==> config.mk <==
export PLATFORM = sky130hd
export DESIGN_NAME = branch_resolve_ctrl
export DESIGN_NICKNAME = d
export VERILOG_FILES = /design/src/rtl/branch_resolve_ctrl.sv
export SDC_FILE = /design/constraint.sdc
export NUM_CORES = 1
export LEC_CHECK = 0
export CORE_UTILIZATION = 49
export CTS_CLUSTER_SIZE = 20
export DETAILED_ROUTE_END_ITERATION = 7
export PLACE_DENSITY = 0.95
export SYNTH_ARGS = -nofsm -noshare
export SYNTH_HDL_FRONTEND = slang
export SYNTH_SLANG_ARGS = --single-unit
==> constraint.sdc <==
create_clock -name i_clk -period 6.4 [get_ports i_clk]
set_input_delay 1.28 -clock i_clk [delete_from_list [all_inputs] [get_ports i_clk]]
set_output_delay 1.28 -clock i_clk [all_outputs]
set_load 0.03 [all_outputs]
==> src/rtl/branch_resolve_ctrl.sv <==
// Branch resolution controller for the ID-stage BEQ/BNE comparator.
// Detects operand hazards, stalls the front end and steers the comparator
// forwarding muxes. It then resolves the branch, drives the PC redirect and
// IF/ID flush, and keeps saturating branch and taken statistics.
module branch_resolve_ctrl #(
    parameter int unsigned DW  = 16,
    parameter int unsigned RAW = 3,
    parameter int unsigned CW  = 16
) (
    input  logic           i_clk,
    input  logic           i_rst,
    input  logic           i_id_valid,
    input  logic           i_id_is_beq,
    input  logic           i_id_is_bne,
    input  logic [RAW-1:0] i_id_rs,
    input  logic [RAW-1:0] i_id_rt,
    input  logic [DW-1:0]  i_id_pc_plus1,
    input  logic [DW-1:0]  i_id_offset,
    input  logic           i_ex_regwrite,
    input  logic           i_ex_memread,
    input  logic [RAW-1:0] i_ex_rd,
    input  logic           i_mem_regwrite,
    input  logic           i_mem_memread,
    input  logic [RAW-1:0] i_mem_rd,
    input  logic           i_wb_regwrite,
    input  logic [RAW-1:0] i_wb_rd,
    input  logic           i_cmp_ne,
    output logic           o_stall,
    output logic           o_flush_ifid,
    output logic           o_pc_src,
    output logic [DW-1:0]  o_branch_target,
    output logic [1:0]     o_fwd_a_sel,
    output logic [1:0]     o_fwd_b_sel,
    output logic [CW-1:0]  o_branch_cnt,
    output logic [CW-1:0]  o_taken_cnt
);

    typedef enum logic [1:0] {
        StIdle     = 2'd0,
        StStall    = 2'd1,
        StRedirect = 2'd2
    } state_e;

    state_e          r_state;
    state_e          w_state_d;
    logic [1:0]      r_stall_cnt;
    logic [1:0]      w_stall_cnt_d;
    logic [CW-1:0]   r_branch_cnt;
    logic [CW-1:0]   r_taken_cnt;
    logic [CW-1:0]   w_branch_cnt_d;
    logic [CW-1:0]   w_taken_cnt_d;

    logic            w_br;
    logic            w_dep_ex;
    logic            w_dep_mem;
    logic [1:0]      w_n;
    logic            w_taken;
    logic            w_eval;
    logic            w_stall;
    logic [1:0]      w_fwd_a;
    logic [1:0]      w_fwd_b;
    logic [DW-1:0]   w_target;

    // A producer matters only if it writes a non-zero register used by the branch.
    function automatic logic dep(input logic [RAW-1:0] rd, input logic [RAW-1:0] rs,
                                 input logic [RAW-1:0] rt);
        return (rd != '0) && ((rd == rs) || (rd == rt));
    endfunction

    // MEM-stage ALU result has priority over the older WB value.
    function automatic logic [1:0] fwd_sel(input logic [RAW-1:0] op);
        if (i_mem_regwrite && !i_mem_memread && (i_mem_rd == op) && (op != '0)) begin
            return 2'b01;
        end else if (i_wb_regwrite && (i_wb_rd == op) && (op != '0)) begin
            return 2'b10;
        end
        return 2'b00;
    endfunction

    assign w_br      = i_id_valid & (i_id_is_beq | i_id_is_bne);
    assign w_dep_ex  = dep(i_ex_rd, i_id_rs, i_id_rt);
    assign w_dep_mem = dep(i_mem_rd, i_id_rs, i_id_rt);
    assign w_taken   = i_id_is_beq ? ~i_cmp_ne : i_cmp_ne;
    assign w_target  = i_id_pc_plus1 + i_id_offset;
    assign w_fwd_a   = fwd_sel(i_id_rs);
    assign w_fwd_b   = fwd_sel(i_id_rt);

    // Stall length required before the comparator operands are forwardable.
    always_comb begin
        w_n = 2'd0;
        if (i_ex_regwrite && i_ex_memread && w_dep_ex) begin
            w_n = 2'd2;
        end else if (i_ex_regwrite && w_dep_ex) begin
            w_n = 2'd1;
        end else if (i_mem_regwrite && i_mem_memread && w_dep_mem) begin
            w_n = 2'd1;
        end
    end

    // Next-state, stall and evaluate decisions.
    always_comb begin
        w_state_d     = r_state;
        w_stall_cnt_d = r_stall_cnt;
        w_stall       = 1'b0;
        w_eval        = 1'b0;
        unique case (r_state)
            StIdle: begin
                if (w_br) begin
                    if (w_n != 2'd0) begin
                        w_stall       = 1'b1;
                        w_state_d     = StStall;
                        w_stall_cnt_d = w_n - 2'd1;
                    end else begin
                        w_eval = 1'b1;
                    end
                end
            end
            StStall: begin
                if (r_stall_cnt != 2'd0) begin
                    w_stall       = 1'b1;
                    w_stall_cnt_d = r_stall_cnt - 2'd1;
                end else if (!w_br) begin
                    w_state_d = StIdle;
                end else if (w_n != 2'd0) begin
                    // Hazard still visible: keep holding until operands are ready.
                    w_stall = 1'b1;
                end else begin
                    w_eval = 1'b1;
                end
            end
            StRedirect: begin
                // ID holds the flushed bubble; id_* inputs are meaningless here.
                w_state_d = StIdle;
            end
            default: begin
                w_state_d = StIdle;
            end
        endcase
        if (w_eval) begin
            w_state_d = w_taken ? StRedirect : StIdle;
        end
    end

    // Saturating statistics counters advance on every resolution.
    always_comb begin
        w_branch_cnt_d = r_branch_cnt;
        w_taken_cnt_d  = r_taken_cnt;
        if (w_eval) begin
            if (r_branch_cnt != '1) begin
                w_branch_cnt_d = r_branch_cnt + CW'(1);
            end
            if (w_taken && (r_taken_cnt != '1)) begin
                w_taken_cnt_d = r_taken_cnt + CW'(1);
            end
        end
    end

    // State and counter registers with synchronous reset.
    always_ff @(posedge i_clk) begin
        if (i_rst) begin
            r_state      <= StIdle;
            r_stall_cnt  <= 2'd0;
            r_branch_cnt <= '0;
            r_taken_cnt  <= '0;
        end else begin
            r_state      <= w_state_d;
            r_stall_cnt  <= w_stall_cnt_d;
            r_branch_cnt <= w_branch_cnt_d;
            r_taken_cnt  <= w_taken_cnt_d;
        end
    end

    // Outputs, all forced low while reset is held.
    always_comb begin
        o_stall         = 1'b0;
        o_flush_ifid    = 1'b0;
        o_pc_src        = 1'b0;
        o_branch_target = '0;
        o_fwd_a_sel     = 2'b00;
        o_fwd_b_sel     = 2'b00;
        o_branch_cnt    = '0;
        o_taken_cnt     = '0;
        if (!i_rst) begin
            o_stall         = w_stall;
            o_flush_ifid    = w_eval & w_taken;
            o_pc_src        = w_eval & w_taken;
            o_branch_target = w_target;
            o_fwd_a_sel     = w_eval ? w_fwd_a : 2'b00;
            o_fwd_b_sel     = w_eval ? w_fwd_b : 2'b00;
            o_branch_cnt    = r_branch_cnt;
            o_taken_cnt     = r_taken_cnt;
        end
    end

endmodule

# [Yosys cells after proc, flatten, opt, wreduce, memory -nomap -nowiden]
# Index checks and enable logic that the tools add are counted.
# Widths: inputs -> output; s select.
[totals] reg_bits=36 latchBits=0 mem_bits_rw=0 mem_bits_ro=0 in_bits=58 out_inout_bits=55 elab_cells=103 memories=0
[op_classes] addsub=5 n_mul=0 div=0 magnitude_cmp=0 eq_ne=16 n_shift=0 muxes=42 n_bitwise=4 n_reduce_logical=32
[op_table] operator="$mux 16" n=3
[op_table] operator="$mux 2" n=20
[op_table] operator="$add 16x1->16 const B" n=2
[op_table] operator="$ne 16x16->1 const B" n=2
[op_table] operator="$eq 3x3->1" n=6
[op_table] operator="$logic_and 1x1->1" n=17
[op_table] operator="$add 16x16->16" n=1
[op_table] operator="$mux 1" n=15
[op_table] operator="$ne 3x3->1 const B" n=4
[op_table] operator="$reduce_bool 3->1" n=4
[op_table] operator="$pmux 2 s2" n=2
[op_table] operator="$reduce_and 4->1" n=2
[op_table] operator="$ne 2x2->1 const B" n=3
[op_table] operator="$reduce_bool 2->1" n=3
[op_table] operator="$pmux 1 s2" n=2
[op_table] operator="$reduce_and 2->1" n=2
[op_table] operator="$sub 2x1->2 const B" n=2
[op_table] operator="$and 1x1->1" n=2
[op_table] operator="$eq 2x1->1 const B" n=1
[op_table] operator="$logic_not 2->1" n=1
[op_table] operator="$logic_or 1x1->1" n=2
[op_table] operator="$logic_not 1->1" n=1
[op_table] operator="$not 1->1" n=1
[op_table] operator="$or 1x1->1" n=1

# [Longest topological paths before layout]
# Gate-level depths: netlist (run 1).
[depth] word_depth=14 ltp_mapped=10

# [Least setup slack after synthesis (run 1)]
# Ideal clock, no wire load.
[synth_timing] path_kind="input -> output" startpoint="input port i_id_rs[1]" endpoint="output port o_pc_src" arrival_time_ns=3.673 required_time_ns=5.120 setup_slack_ns=1.447 cell_stages=10 path_buffers=5 path_cell_list="buf_2 xor2_1 nor3_1 o21a_1 or3_1 buf_2 buf_2 buf_2 nor3_1 buf_4"
[synth_via] elab_chain_cells=14
[synth_rtl] item="start, declared" line="15" text="input logic [RAW-1:0] i_id_rs,"
[synth_rtl] item="$eq 3x3->1" line="67" text="return (rd != '0) && ((rd == rs) || (rd == rt));"
[synth_rtl] item="$logic_or 1x1->1" line="67"
[synth_rtl] item="$logic_and 1x1->1" line="67"
[synth_rtl] item="$logic_and 1x1->1" line="95" text="end else if (i_mem_regwrite && i_mem_memread && w_dep_mem) begin"
[synth_rtl] item="$mux 1" line="95"
[synth_rtl] item="$mux 1" line="93" text="end else if (i_ex_regwrite && w_dep_ex) begin"
[synth_rtl] item="$mux 2 *" line="91" text="if (i_ex_regwrite && i_ex_memread && w_dep_ex) begin"
[synth_rtl] item="$reduce_bool 2->1 *" line="109, 124"
[synth_rtl] item="$mux 1 *" line="109, 124"
[synth_rtl] item="$mux 1 *" line="108" text="if (w_br) begin"
[synth_rtl] item="$mux 1" line="119" text="if (r_stall_cnt != 2'd0) begin"
[synth_rtl] item="$pmux 1 s2 *" line="106" text="unique case (r_state)"
[synth_rtl] item="$and 1x1->1 *"
[synth_rtl] item="$mux 1 *"
[synth_rtl] item="end, declared" line="30" text="output logic o_pc_src,"
# Mark *: on every way between the ends. The rest lies on a longest branch, timed or not.

# [Final worst setup path (run 1)]
[layout_timing] startpoint="input port i_id_pc_plus1[0]" endpoint="output port o_branch_target[12]"
[layout_via] elab_chain_cells=2
[layout_rtl] item="start, declared" line="17" text="input logic [DW-1:0] i_id_pc_plus1,"
[layout_rtl] item="$add 16x16->16" line="84" text="assign w_target = i_id_pc_plus1 + i_id_offset;"
[layout_rtl] item="$mux 16" line="183" text="if (!i_rst) begin"
[layout_rtl] item="end, declared" line="31" text="output logic [DW-1:0] o_branch_target,"
# Every way passes these cells.

==> results of run 1 <==
## registers in the layout, indices dropped and copies added, names as in the netlist
signal,count
r_state,2
r_stall_cnt,2
r_taken_cnt,16
r_branch_cnt,16
## final cells by class
class	count	area [um2]
fill	505	1679
multi-input combinational	348	2288
timing repair buffer	114	1131
clock buffer	8	90.09
tap	75	93.84
sequential	36	720.7
inverter	6	22.52
## power breakdown
part           switching [mW]  total (mW)  internal (mW)  leakage (nW)
sequential            0.00298       0.230          0.227         0.290
clock                  0.0809       0.169         0.0879        0.0455
combinational           0.119       0.224          0.105          1.29
total                   0.203       0.623          0.420          1.62
## worst max-delay path, stage by stage
cell	delay, ns
clkdlybuf4s50_1	0.40
ha_1	0.25
fa_1	0.41
a21o_1	0.17
a21oi_1	0.24
o21ai_0	0.13
a211oi_1	0.43
o2bb2ai_1	0.20
mux2_2	0.36
clkdlybuf4s50_1	0.59
## cells by family after synthesis
family | after synthesis
buf+inv | 25
fa+ha+maj | 18
mux | 23
simple gates | 202
compound gates | 80
xor+xnor | 25
flops | 36
## worst max-delay path by stage
stage                                endpoint  slack (ns)  cells after the start
after floorplan                      o_pc_src        1.45                     10
after global placement    o_branch_target[12]        0.73                     10
after detailed placement  o_branch_target[12]        0.69                     10
after CTS                  o_branch_target[8]        0.66                     10
after global routing      o_branch_target[12]        0.44                     10
final                     o_branch_target[12]        0.65                     10
## synth_stat cells, types with 2 or more instances
master / number / share of area, %
or3_1: 9 / 1.8
o41ai_1: 3 / 0.84
or4_1: 6 / 1.4
a31oi_1: 5 / 1.0
and2_1: 4 / 0.80
xor2_1: 13 / 3.6
nand2_1: 23 / 2.8
clkbuf_1: 10 / 1.2
a21oi_1: 23 / 3.7
o21a_1: 2 / 0.48
nor2_1: 49 / 5.9
nor3b_1: 4 / 0.96
or2_2: 2 / 0.40
nor4_1: 5 / 1.0
nor2b_1: 40 / 8.0
o21bai_1: 4 / 0.96
and4_1: 7 / 2.0
buf_2: 5 / 0.80
nand4_1: 2 / 0.40
o21ai_0: 21 / 3.4
a21o_1: 3 / 0.72
inv_1: 6 / 0.72
ha_1: 17 / 6.8
and3_1: 3 / 0.60
mux2_2: 23 / 8.3
xnor2_1: 12 / 3.4
a211oi_1: 6 / 1.4
o311ai_0: 2 / 0.56
nand3_1: 19 / 3.0
dfxtp_1: 36 / 23
nor3_1: 24 / 3.8
## through the flow
stage	util, %	cell area [um2]
global placement	70.64	4257
global route	72.13	4347
CTS	72.13	4347
finish	72.13	4347
floorplan	-	3122
detailed placement	70.64	4257
## cells in the final DEF, fill, tap and decap left out, drive strengths merged, types with 2 or more instances in the layout
master	Yosys	routed
nor3b	4	4
and4	7	7
xor2	13	13
inv	6	6
nor2b	40	40
nand3	19	19
or3	9	9
dfxtp	36	36
xnor2	12	12
buf	8	3
a31oi	5	5
nand2	23	23
or2	2	2
clkdlybuf4s50	0	111
or4	6	6
nor4	5	5
o311ai	2	2
nand4	2	2
o21a	2	2
a211oi	6	6
clkbuf	11	8
and2	4	4
o21bai	4	4
nor2	49	49
nor3	24	24
o41ai	3	3
a21o	3	3
and3	3	3
a21oi	23	23
mux2	23	23
ha	17	17
o21ai	21	21
## routing by layer
layer / part of all wire, % / GRT usage (%) / up-vias
li1: - / - / 1696
met1: 41 / 30.31 / 1600
met2: 52 / 46.94 / 91
met3: 5.0 / 4.444 / 20
met4: 2.1 / 9.649 / 0
met5: 0 / 0 / -
==> impl_metrics.ini, run 1 <==
[logic_synthesis]
synth.ff_latch_count = 36
synthMuxAreaShare_pct = 8.297
syn_area_um2 = 3122
synth-compound-area-share_pct = 16.27
synth_cells = 409
synth-async-reset-ratio_pct = 0
synth_flop_cell = dfxtp_1
synth.distinct_cells = 52
synth-adder-area-share_pct = 7.455
syn_avg_cell_area_um2 = 7.633
synth_top_family_by_area = simple AND/OR/NAND/NOR gates
syn-num-nets = 485
synthXorXnorAreaFrac_pct = 7.014
yosys_warnings = 0
synth_seq_area_share_pct = 23.09
synthSimpleGateAreaFrac_pct = 34.27
synth_edf_count = 0

[routing]
wl_um = 8340
ant_nets = 0
first_pass_iters = 4
vias = 3407
drt-initial-drc-count = 91
drc_errors = 0
vias_per_cell = 5.804
routedWlPerCell_um = 14.21

[min_path]
min_from = r_branch_cnt[6]
holdCritPathClass = register to register
min_delay_path_depth = 2
whs_endpoint = r_branch_cnt[6]

[floorplan]
die_w_um = 81.82
dieArea_um2 = 6694
ioPinCount = 113
row_count = 28
die_y_um = 81.82
initial_core_util_pct = 51.81
core_area_um2 = 6026

[timing]
maxSlewViolCount = 0
worst_slack_ns = 0.6519
fmax_ghz = 0.1740
finalSetupViolations = 0
worstMarginPinSlew_ns = 0.7740
final.setup.tns_ns = 0
holdWs_ns = 0.5121
fin_skew_ns = 0.005553
final-hold-violation-count = 0
maxSlewHeadroom_pct = 48.40
rsz0062_at_grt = no
fin_crit_ns = 5.748
final.period_utilization_pct = 89.81

[clock_tree]
post_cts_buffers = 0
cts_tree = built
clock_latency_ns = 0.29
root_buffer = clkbuf_8
clk_pin_slew_worst_paths_ns = 0.07
cts-resized-gates = 0
cts_max_path_buffers = 2
cts.sinks = 36
htree_levels = 2
cts_hold_buf = 0
numCtsBuffers = 5

[placement]
numPortBuffers = 112
gp_congestion = 0.8757
dpl_worst_slack_ns = 0.6897
dp_hpwl_um = 6468
place_inst = 579

[worst_setup_path]
worstPathRequired_ns = 5.12
r2r-end = r_branch_cnt[9]
start_kind = primary input
worstPathMaxFanout = 4
cp-end-kind = output pin
crit_start = i_id_pc_plus1[0]
cp.arrival_ns = 4.47
r2r_setup_slack_ns = 4.14
crit_type = primary input to output pin
worstReg2RegStart = r_stall_cnt[0]
ff2ff_path_depth = 6

[global_route]
grt_pass1_wl_um = 13810
overflow = 0
track_usage_pct = 25.98
antenna_found_initial = 0
grt_pass1_vias = 3134
grt_max_degree = 50

[power]
power_density_nw_per_um2 = 143.3
p_leak_nw = 1.624
p_total_mw = 0.6228
max-vdd-ir-drop_mv = 0.1149

[run_status]
status = completed

[finish]
syn_to_final_growth_pct = 39.24
fin_nets = 587
diodes = 0
drive_gt1_share_pct = 6.836
layout.cells.non_filler = 587

[flow_run]
maxCapViolations = 0
No activity file was read; power rests on OpenSTA's default activity.
==> run 2: changes to the inputs <==
CTS_CLUSTER_SIZE = default   (was 20)
==> results of run 2 <==
No change in the layout: final DEF, timing and power equal those of run 1.
==> run 3: changes to the inputs <==
CAP_MARGIN = 20   (was default)
MAX_ROUTING_LAYER = met4   (was default)
==> run 3 against run 2 <==
Net effect:
- via count up 0.44%
- non-clock buffer count unchanged
- hold slack worse by 0.0038 ns
- largest power group unchanged
- largest cell class unchanged
- combinational power about the same
- clock skew down 0.0022 ns
- cell count unchanged
- fmax about the same
- sequential power about the same
- critical path depth unchanged
==> impl_metrics.ini, run 3 (synthesis results as in run 1) <==
[worst_setup_path]
cp_common_cell = clkdlybuf4s50_1
cp-end-kind = output pin
worstPathRequired_ns = 5.12
cp_cell_sequence = clkdlybuf4s50_1 -> ha_1 -> fa_1 -> a21o_1 -> a21oi_1 -> o21ai_0 -> a211oi_1 -> o2bb2ai_1 -> mux2_2 -> clkdlybuf4s50_1
crit_path_max_incr_delay_ns = 0.59
cp.arrival_ns = 4.46
worstPathMaxFanout = 4
r2r_setup_slack_ns = 4.09
cpMaxStageDelayCell = clkdlybuf4s50_1
start_kind = primary input
crit_type = primary input to output pin

[routing]
routedWlPerCell_um = 14.18
drc_errors = 0
vias = 3422
vias_per_cell = 5.830
wl_um = 8325
drt-initial-drc-count = 104
first_pass_iters = 4
ant_nets = 0

[clock_tree]
cts_hold_buf = 0
clk_pin_slew_worst_paths_ns = 0.07
cts.sinks = 36
cts-resized-gates = 0
root_buffer = clkbuf_8
clock_latency_ns = 0.29
htree_levels = 2
cts_tree = built
post_cts_buffers = 0
numCtsBuffers = 5
cts_max_path_buffers = 2

[finish]
syn_to_final_growth_pct = 39.24
drive_gt1_share_pct = 6.836
fill_cells = 505
layout_commonest_cell = clkdlybuf4s50_1
seq_area_um2 = 720.7
final_cell_mix = clkdlybuf4s50_1 (111), nor2_1 (49), nor2b_1 (40)
fin_nets = 587
diodes = 0
multi_input_area_um2 = 2288
fin_area_um2 = 4347
top_regs = r_branch_cnt: 16 flops, r_taken_cnt: 16 flops

[placement]
dpl_worst_slack_ns = 0.6897
dp_hpwl_um = 6468
place_area_um2 = 4257
numPortBuffers = 112
gp_congestion = 0.8901

[floorplan]
row_count = 28
die_w_um = 81.82
dieArea_um2 = 6694
initial_core_util_pct = 51.81
die_y_um = 81.82
core_area_um2 = 6026
ioPinCount = 113

[flow_run]
maxCapViolations = 0

[timing]
final-hold-violation-count = 0
fin_skew_ns = 0.003386
fin_crit_ns = 5.743
worst_slack_ns = 0.6571
worstMarginPinSlew_ns = 0.7751
finalSetupViolations = 0
final.setup.tns_ns = 0
final.period_utilization_pct = 89.73
rsz0062_at_grt = no
fmax_ghz = 0.1741
maxSlewHeadroom_pct = 48.33
maxSlewViolCount = 0

[power]
power_density_nw_per_um2 = 143.4
max-vdd-ir-drop_mv = 0.1157
p_leak_nw = 1.624

[global_route]
track_usage_pct = 26.75
antenna_found_initial = 0
overflow = 0
grt_pass1_wl_um = 13790
grt_max_degree = 50
grt_pass1_vias = 3136

[min_path]
holdCritPathClass = register to register

[run_status]
status = completed
## run 3: worst max-delay path, delay by kind of cell
family | cells | cell delay (ns)
AOI/OAI and AO/OA | 5 | 1.16
adders and majority gates | 2 | 0.66
buffers and inverters | 2 | 0.99
muxes | 1 | 0.35
## run 3: routing by layer
metal | vias to the layer above | GRT usage, % | routed length (um)
met4 | 0 | 9.825 | 195
met1 | 1599 | 30.51 | 3459
met2 | 106 | 46.78 | 4259
met5 | - | - | 0
li1 | 1695 | - | -
met3 | 22 | 4.333 | 410
## run 3: worst paths after layout
check | start | endpoint | cells past startpoint
max reg2reg | r_stall_cnt[0] | r_taken_cnt[6] | 6
min reg2reg | r_branch_cnt[6] | r_branch_cnt[6] | 2
min | r_branch_cnt[6] | r_branch_cnt[6] | 2
max | i_id_pc_plus1[0] | o_branch_target[12] | 10
## run 3: layout make-up
type                            instances  share of cell area, %
Tap cell                               75                  2.159
Sequential cell                        36                  16.58
Inverter                                6                 0.5181
Timing Repair Buffer                  114                  26.02
Multi-Input combinational cell        348                  52.65
Clock buffer                            8                  2.073
## run 3: metrics by stage
| step | util [%] | hold WS, ns | std cells | total power, mW |
|---|---|---|---|---|
| final | 72.13 | 0.5083 | 587 | 0.6233 |
| after global routing | 72.13 | 0.5332 | 587 | 0.6558 |
| after CTS | 72.13 | 0.5146 | 587 | 0.6241 |
| after detailed placement | 70.64 | 0.5036 | 579 | 0.4570 |
| after global placement | 70.64 | 0.4747 | 579 | 0.4498 |
| after floorplan | - | 0.4504 | 409 | 0.3705 |
## run 3: report_power, final
group          total (mW)  internal (mW)  switching, mW
clock network       0.169         0.0879         0.0814
registers           0.230          0.227        0.00290
logic               0.224          0.105          0.119
